[src/rtl/hack_pkg.sv]
// hack_pkg: constants and types shared across the Hack datapath blocks.
//   WORD_WIDTH        native datapath word width
//   MSB_FIRST_ORDER   first serial bit lands in the word MSB
//   LSB_FIRST_ORDER   first serial bit lands in the word LSB
//   dsr_state_t       observable state of the serial word deserializer
package hack_pkg;

  localparam int WORD_WIDTH      = 16;
  localparam bit MSB_FIRST_ORDER = 1'b1;
  localparam bit LSB_FIRST_ORDER = 1'b0;

  // FILLING: no word held. HOLDING: word held, assembly continues.
  // STALLED: word held, assembly full up to the completing bit, downstream not ready.
  typedef enum logic [1:0] {
    ST_FILLING = 2'd0,
    ST_HOLDING = 2'd1,
    ST_STALLED = 2'd2
  } dsr_state_t;

endpackage

[src/rtl/serial_word_deserializer_if.sv]
// serial_word_deserializer_if: bit-in / word-out handshake bundle.
//   clear, in_valid, in_bit, out_ready   driven by the environment (master)
//   in_ready, out_valid, out_word,
//   bit_count, state                     driven by the deserializer (slave)
// Handshake: a bit moves when in_valid && in_ready at a rising edge; a word
// moves when out_valid && out_ready at a rising edge. A source holds its
// payload stable while valid is high and ready is low.
interface serial_word_deserializer_if
  import hack_pkg::*;
#(
  parameter int WIDTH = WORD_WIDTH
) ();

  localparam int CW = $clog2(WIDTH);

  logic             clear;
  logic             in_valid;
  logic             in_bit;
  logic             in_ready;
  logic             out_valid;
  logic [WIDTH-1:0] out_word;
  logic             out_ready;
  logic [CW-1:0]    bit_count;
  dsr_state_t       state;

  modport master (
    output clear, in_valid, in_bit, out_ready,
    input  in_ready, out_valid, out_word, bit_count, state
  );

  modport slave (
    input  clear, in_valid, in_bit, out_ready,
    output in_ready, out_valid, out_word, bit_count, state
  );

endinterface

[src/rtl/serial_word_deserializer_shift_reg_in.sv]
// shift_reg_in: WIDTH-bit serial-in shift register.
//   clk, rst   clock, asynchronous active-high reset
//   shift_en   shift din in this cycle
//   clear      synchronous zero; wins over shift_en
//   din        serial input bit
//   shifted    register contents with din already shifted in, so the owner
//              can capture a word that includes the bit arriving this cycle
module shift_reg_in #(
  parameter int WIDTH     = 16,
  parameter bit MSB_FIRST = 1'b1
) (
  input  logic             clk,
  input  logic             rst,
  input  logic             shift_en,
  input  logic             clear,
  input  logic             din,
  output logic [WIDTH-1:0] shifted
);

  logic [WIDTH-1:0] q;

  // MSB-first shifts toward the MSB so the oldest bit ends up on top;
  // LSB-first shifts toward the LSB so the oldest bit ends up in bit 0.
  always_comb begin
    if (MSB_FIRST) shifted = {q[WIDTH-2:0], din};
    else           shifted = {din, q[WIDTH-1:1]};
  end

  always_ff @(posedge clk or posedge rst) begin
    if (rst)           q <= '0;
    else if (clear)    q <= '0;
    else if (shift_en) q <= shifted;
  end

endmodule

[src/rtl/serial_word_deserializer.sv]
// serial_word_deserializer: assembles a handshaked bit stream into WIDTH-bit
// words and presents them through a one-word output register.
//   clk, rst   clock, asynchronous active-high reset
//   bus        serial_word_deserializer_if slave: clear, in_valid/in_bit/
//              in_ready, out_valid/out_word/out_ready, bit_count, state
// Only the completing bit can stall: in_ready drops when the assembly needs
// one more bit, a word is still held and downstream is not taking it.
module serial_word_deserializer
  import hack_pkg::*;
#(
  parameter int WIDTH     = WORD_WIDTH,
  parameter bit MSB_FIRST = MSB_FIRST_ORDER
) (
  input logic                        clk,
  input logic                        rst,
  serial_word_deserializer_if.slave  bus
);

  localparam int            CW   = $clog2(WIDTH);
  localparam logic [CW-1:0] LAST = CW'(WIDTH - 1);

  logic [CW-1:0]    bit_count_q, bit_count_d;
  logic             out_valid_q, out_valid_d;
  logic [WIDTH-1:0] out_word_q,  out_word_d;
  logic [WIDTH-1:0] sr_shifted;
  logic             in_ready_c;
  logic             accept;
  logic             complete;
  dsr_state_t       state_c;

  shift_reg_in #(
    .WIDTH     (WIDTH),
    .MSB_FIRST (MSB_FIRST)
  ) u_shift (
    .clk      (clk),
    .rst      (rst),
    .shift_en (accept),
    .clear    (bus.clear | complete),
    .din      (bus.in_bit),
    .shifted  (sr_shifted)
  );

  always_comb begin
    in_ready_c  = !((bit_count_q == LAST) && out_valid_q && !bus.out_ready);
    // A bit handshaked in the same cycle as clear is dropped.
    accept      = bus.in_valid && in_ready_c && !bus.clear;
    complete    = accept && (bit_count_q == LAST);

    bit_count_d = bit_count_q;
    out_valid_d = out_valid_q;
    out_word_d  = out_word_q;

    if (bus.clear)   bit_count_d = '0;
    else if (accept) bit_count_d = complete ? '0 : bit_count_q + CW'(1);

    // A completing bit reloads the register even while the old word leaves,
    // so back-to-back words see no bubble.
    if (complete) begin
      out_valid_d = 1'b1;
      out_word_d  = sr_shifted;
    end else if (out_valid_q && bus.out_ready) begin
      out_valid_d = 1'b0;
    end

    if (!out_valid_q)       state_c = ST_FILLING;
    else if (!in_ready_c)   state_c = ST_STALLED;
    else                    state_c = ST_HOLDING;
  end

  always_ff @(posedge clk or posedge rst) begin
    if (rst) begin
      bit_count_q <= '0;
      out_valid_q <= 1'b0;
      out_word_q  <= '0;
    end else begin
      bit_count_q <= bit_count_d;
      out_valid_q <= out_valid_d;
      out_word_q  <= out_word_d;
    end
  end

  assign bus.in_ready  = in_ready_c;
  assign bus.out_valid = out_valid_q;
  assign bus.out_word  = out_word_q;
  assign bus.bit_count = bit_count_q;
  assign bus.state     = state_c;

endmodule

[src/flat_wrapper.sv]
// flat-port wrapper written by rule: the top's interface ports become plain ports
module serial_word_deserializer_flat import hack_pkg::*;
#(
  parameter int WIDTH     = WORD_WIDTH,
  parameter bit MSB_FIRST = MSB_FIRST_ORDER
)
  (clk, rst, bus_clear, bus_in_valid, bus_in_bit, bus_out_ready, bus_in_ready, bus_out_valid, bus_out_word, bus_bit_count, bus_state);
  serial_word_deserializer_if #(.WIDTH(WIDTH)) bus_i ();
  input logic clk;
  input logic rst;
  input wire logic [$bits(bus_i.clear)-1:0] bus_clear;
  input wire logic [$bits(bus_i.in_valid)-1:0] bus_in_valid;
  input wire logic [$bits(bus_i.in_bit)-1:0] bus_in_bit;
  input wire logic [$bits(bus_i.out_ready)-1:0] bus_out_ready;
  output wire logic [$bits(bus_i.in_ready)-1:0] bus_in_ready;
  output wire logic [$bits(bus_i.out_valid)-1:0] bus_out_valid;
  output wire logic [$bits(bus_i.out_word)-1:0] bus_out_word;
  output wire logic [$bits(bus_i.bit_count)-1:0] bus_bit_count;
  output wire logic [$bits(bus_i.state)-1:0] bus_state;
  assign bus_i.clear = bus_clear;
  assign bus_i.in_valid = bus_in_valid;
  assign bus_i.in_bit = bus_in_bit;
  assign bus_i.out_ready = bus_out_ready;
  assign bus_in_ready = bus_i.in_ready;
  assign bus_out_valid = bus_i.out_valid;
  assign bus_out_word = bus_i.out_word;
  assign bus_bit_count = bus_i.bit_count;
  assign bus_state = bus_i.state;
  serial_word_deserializer #(.WIDTH(WIDTH), .MSB_FIRST(MSB_FIRST)) u_core (.clk(clk), .rst(rst), .bus(bus_i));
endmodule
[config.mk]
export PLATFORM = sky130hd
export DESIGN_NAME = serial_word_deserializer_flat
export DESIGN_NICKNAME = d
export VERILOG_FILES = /design/src/rtl/hack_pkg.sv /design/src/rtl/serial_word_deserializer_if.sv /design/src/rtl/serial_word_deserializer_shift_reg_in.sv /design/src/rtl/serial_word_deserializer.sv /design/src/flat_wrapper.sv
export SDC_FILE = /design/constraint.sdc
export NUM_CORES = 1
export LEC_CHECK = 0
export CORE_AREA = 2 2 72 54
export CTS_BUF_LIST = sky130_fd_sc_hd__clkbuf_8
export DETAILED_ROUTE_END_ITERATION = 12
export DIE_AREA = 0 0 74 56
export GPL_ROUTABILITY_DRIVEN = 1
export MAX_ROUTING_LAYER = met4
export PLACE_DENSITY = 0.68
export SETUP_SLACK_MARGIN = 0.4
export SLEW_MARGIN = 20
export SYNTH_ARGS = -nofsm -noshare
export SYNTH_HDL_FRONTEND = slang
export SYNTH_SLANG_ARGS = --single-unit
[constraint.sdc]
create_clock -name clk -period 1.9 [get_ports clk]
set_input_delay 0.19 -clock clk [delete_from_list [all_inputs] [get_ports clk]]
set_output_delay 0.19 -clock clk [all_outputs]
set_load 0.1 [all_outputs]
; Yosys cells after proc, flatten, opt, wreduce, memory -nomap -nowiden
; Cells that the tools add are included.
[totals]
regBits = 36
out_inout_bits = 24
elab_cells = 28
[classes]
n_addsub = 1
n_eq_ne = 1
muxes = 9
bitwise_logic = 1
n_reduce_logical = 12
[op_table]
columns = op, n
row1 = two-way mux 15 bit, 2
row2 = two-way mux 4 bit, 3
row3 = logical AND 1 bit, 6
row4 = nonzero test 2 bit, 3
row5 = "adder 4 x 1 -> 4 bit, second input constant", 1
row6 = "== test 4 bit, second input constant", 1
row7 = two-way mux 2 bit, 2
row8 = logical NOT 1 bit, 3
row9 = two-way mux 1 bit, 2
row10 = bitwise OR 1 bit, 1

; Longest topological paths before layout
[depth]
depth_word = 10
ltp_mapped = 6
mapped_depth_nobuf = 5

; By module
; A second synthesis with hierarchy kept.
[hier_totals]
hier_cells = 117
area_unflattened_um2 = 1585.3
[by_module_without_submodules]
columns = module, n_inst, cells_each, area_each_um2, seq_area_each_um2
row1 = serial_word_deserializer, 1, 67, 957.2, 525.5
row2 = shift_reg_in, 1, 50, 628.1, 375.4

; Worst setup path after synthesis
; No wires, ideal clock.
[synth_path]
path_kind = reg2out
start = reg u_core.bit_count_q[1] (netlist: u_core.bus.bit_count[1])
end = out bus_state[0]
t_arrival_ns = 4.533
required_ns = 1.710
slack_ns = -2.823
stages_incl_launch_ff = 6
path_buffers = 0
path_cell_list = dfrtp_1 -> ha_1 -> nand3_1 -> nor2_1 -> inv_1 -> and2_1
[synth_via]
elab_chain_cells = 5
[synth_rtl]
columns = element, line
row1 = from (decl), serial_word_deserializer.sv:22  ; logic [CW-1:0] bit_count_q, bit_count_d;
row2 = from (signal assigned), serial_word_deserializer.sv:76  ; bit_count_q <= bit_count_d;
row3 = == test 4 bit, serial_word_deserializer.sv:44  ; in_ready_c = !((bit_count_q == LAST) && out_valid_q && !bus.out_ready);
row4 = logical AND 1 bit (2 in a row), serial_word_deserializer.sv:44
row5 = two-way mux 2 bit, serial_word_deserializer.sv:66  ; else if (!in_ready_c) state_c = ST_STALLED;
row6 = two-way mux 2 bit, serial_word_deserializer.sv:65  ; if (!out_valid_q) state_c = ST_FILLING;
row7 = to (decl), flat_wrapper.sv:19  ; output wire logic [$bits(bus_i.state)-1:0] bus_state;
; No other way between the ends.

; Worst setup path in the final report
[layout_path]
start = reg u_core.bit_count_q[0] (netlist: u_core.bus.bit_count[0])
end = out bus_in_ready
[layout_via]
elab_chain_cells = 4
[layout_rtl]
columns = element, line
row1 = == test 4 bit, serial_word_deserializer.sv:44
row2 = logical AND 1 bit (2 in a row), serial_word_deserializer.sv:44
row3 = logical NOT 1 bit, serial_word_deserializer.sv:44
row4 = to (decl), flat_wrapper.sv:15  ; output wire logic [$bits(bus_i.in_ready)-1:0] bus_in_ready;
; No other way between the ends.

==> results.sh <==
export IMPL_status="completed"
export IMPL_hold_slack_ps=246.7
export IMPL_ys_ff_latch=36
export IMPL_via_per_inst=5.296
export IMPL_netlist_area_sq_um=1491
export IMPL_postCtsHoldBufs=0
export IMPL_clockBufferDepth=2
export IMPL_dp_hpwl_um=2013
export IMPL_firstDrtPassIters=4
export IMPL_die_area_sq_um=4144
export IMPL_synth_nets=108
export IMPL_arrival_ps=1510
export IMPL_finalMaxSlewViolations=0
export IMPL_top_layer_used="met4"
export IMPL_grt_pass1_wl_um=5064
export IMPL_cp_end_kind="output port"
export IMPL_clock_root_buffer="clkbuf_8"
export IMPL_tightest_slew_ps=310.4
export IMPL_drcViolationCount=0
export IMPL_p_leak_nw=0.9986
export IMPL_avgRoutedWirePerCell_um=16.12
export IMPL_cts_num_sinks=36
export IMPL_antenna_cells=0
export IMPL_synth_area_leader_cell="dfrtp_1"
export IMPL_r2r_cells=7
export IMPL_die_x_um=74
export IMPL_synth_commonest_cells="dfrtp_1 (36), a32o_1 (15), mux2_4 (10)"
export IMPL_min_period_over_period=0.8973
export IMPL_fin_crit_ps=1705
export IMPL_yosysTopAreaCellShare=0.6040
export IMPL_htree_levels=2
export IMPL_clk_pin_slew_ps=70
export IMPL_crit_fanout=4
export IMPL_synth_avg_cell_area_sq_um=14.77
export IMPL_clock_latency_ps=290
export IMPL_overflow=0
export IMPL_ys_types=28
export IMPL_antenna_found_initial=0
export IMPL_final_layout_size_suffix_gt1_frac=0.5570
export IMPL_reg2reg_slack_ps=220
export IMPL_peakVddDrop_uv=409.4
export IMPL_num_nets_final=155
export IMPL_initial_core_util=0.4386
export IMPL_power_density_nw_per_um2=671.5
export IMPL_maxCapViolCount=0
export IMPL_start_kind="flop"
export IMPL_routabilityCongestion=0.8332
export IMPL_clock_skew_ps=5.583
export IMPL_hold_class="primary input to asynchronous set/reset pin"
export IMPL_cts_buffers_inserted=5
export IMPL_yosysMostFrequentCell="dfrtp_1"
export IMPL_drt_initial_drc_count=54
export IMPL_regToRegEndpoint="u_core.bus.out_word[6]$_DFFE_PP0P_"
export IMPL_ant_nets=0
export IMPL_wl_met2_um=1597
export IMPL_syn_inst=101
export IMPL_total_power_mw=1.433
export IMPL_crit_type="flop to output port"
export IMPL_ioPinCount=30
export IMPL_fill_cells=253
export IMPL_reg2reg_from="u_core.bus.bit_count[0]$_DFFE_PP0P_"
export IMPL_hold_violations=0
export IMPL_setup_viol=0
export IMPL_drt_total_wl_um=3207
export IMPL_relSlewSlack=0.7931
export IMPL_met1_length_um=1423
export IMPL_rsz0062_at_grt="true"
export IMPL_ys_flop_type="dfrtp_1"
export IMPL_std_cell_rows=18
export IMPL_synthArstFlopShare=1.000
export IMPL_cts_tree="yes"
export IMPL_grt_use_total=0.1705
export IMPL_grt_pass1_vias=1046
export IMPL_ys_warn_count=0
export IMPL_yosysSeqAreaShare=0.6040
export IMPL_synth_edf_count=0
export IMPL_io_buffers=29
export IMPL_grt_max_degree=37
export IMPL_synth_area_leaders="dfrtp_1 (60%), a32o_1 (10%), mux2_4 (10%), mux2_2 (4.5%), nor4_4 (1.4%)"
export IMPL_crit_required_ps=1710
export IMPL_die_height_um=56
export IMPL_area_delta_synth_final_pct=43.12
export IMPL_design_core_area_sq_um=3401
export IMPL_max_freq_mhz=586.6
export IMPL_wl_met3_um=97
export IMPL_vias=1054
repair_timing:
action | CTS | global route
buffers inserted | 6 | 3
pin swaps | 3 | 1
gates cloned | 0 | 1
endpoints found under the setup margin | 35 | 21
resized for setup | 1 | 4
worst max path at each step:
stage | start | endpoint | slack (ps) | cells past startpoint
after global placement | bus_out_ready | u_core.bus.out_word[7]$_DFFE_PP0P_ | 220 | 5
after floorplan | u_core.bus.bit_count[1]$_DFFE_PP0P_ | bus_state[0] | -870 | 5
final | u_core.bus.bit_count[0]$_DFFE_PP0P_ | bus_in_ready | 200 | 6
after global routing | u_core.bus.bit_count[0]$_DFFE_PP0P_ | bus_in_ready | 140 | 6
after detailed placement | bus_out_ready | bus_state[0] | 180 | 6
after CTS | u_core.bus.bit_count[0]$_DFFE_PP0P_ | bus_in_ready | 190 | 6
power by group:
group	leakage, nW	internal [mW]	total, mW	switching [mW]
clock	0.0479	0.255	0.532	0.277
sequential	0.492	0.774	0.781	0.00643
combinational	0.459	0.0403	0.120	0.0798
total	0.999	1.07	1.43	0.364
critical path, cell delays in order (launching register included):
cell        delay, ps
dfrtp_4           430
ha_4              160
nand3_4            90
nor2_4            130
clkinvlp_4        100
buf_4             150
buf_12            160
routing by layer:
| layer | vias up | global-route usage |
|---|---|---|
| li1 | 475 | - |
| met1 | 546 | 0.2140 |
| met2 | 26 | 0.2462 |
| met3 | 7 | 0.04348 |
| met4 | 0 | 0.1013 |
| met5 | - | - |
stage by stage:
stage / setup TNS [ps] / setup slack, ps / area (sq um) / std cells / utilization
4_1_cts: 0 / 187.8 / 2071 / 195 / 0.6089
6_report: 0 / 195.2 / 2135 / 199 / 0.6277
2_1_floorplan: -3944 / -865.4 / 1585 / 101 / -
3_5_place_dp: 0 / 181.4 / 1937 / 181 / 0.5695
5_1_grt: 0 / 136.6 / 2135 / 199 / 0.6277
3_3_place_gp: 0 / 218.1 / 1937 / 181 / 0.5695
layout by cell type (no fill, tap or decap), types with 2 or more instances in the layout:
cell             Yosys  final
mux2_4              10     16
inv_1                3      2
nand2_1              3      2
dfrtp_4              0      4
clkbuf_8             0      5
a32o_1              15     15
clkdlybuf4s50_1      0      5
buf_4                0     33
clkinv_2             0      2
a21oi_1              3      3
and3_2               1      2
buf_12               0      5
dfrtp_1             36     31
registers in the layout (all words and copies together) (netlist names):
register / cells
u_core.bus.bit_count: 4
u_core.bus.out_word: 16
u_core.bus.out_valid: 1
u_core.u_shift.q: 15
final cells by class:
cell class                 count  area [sq um]  share of cell area
inverter                       4         18.77            0.008792
timing repair buffer          45         434.2              0.2034
clock buffer                   5         68.82             0.03224
sequential                    36         917.1              0.4297
tap                           50         62.56             0.02931
multi-input combinational     56         614.3              0.2878
clock inverter                 3         18.77            0.008792
cells by family after synthesis:
group,count (synthesis),share of synthesized area
buffers and inverters,9,0.03188
flip-flops,36,0.6040
AND/OR/NAND/NOR,14,0.05958
multiplexers,17,0.1527
adder cells (fa/ha/maj),1,0.008388
AO/OA/AOI/OAI,24,0.1435
Note: power is estimated with default switching activity, not from simulation.
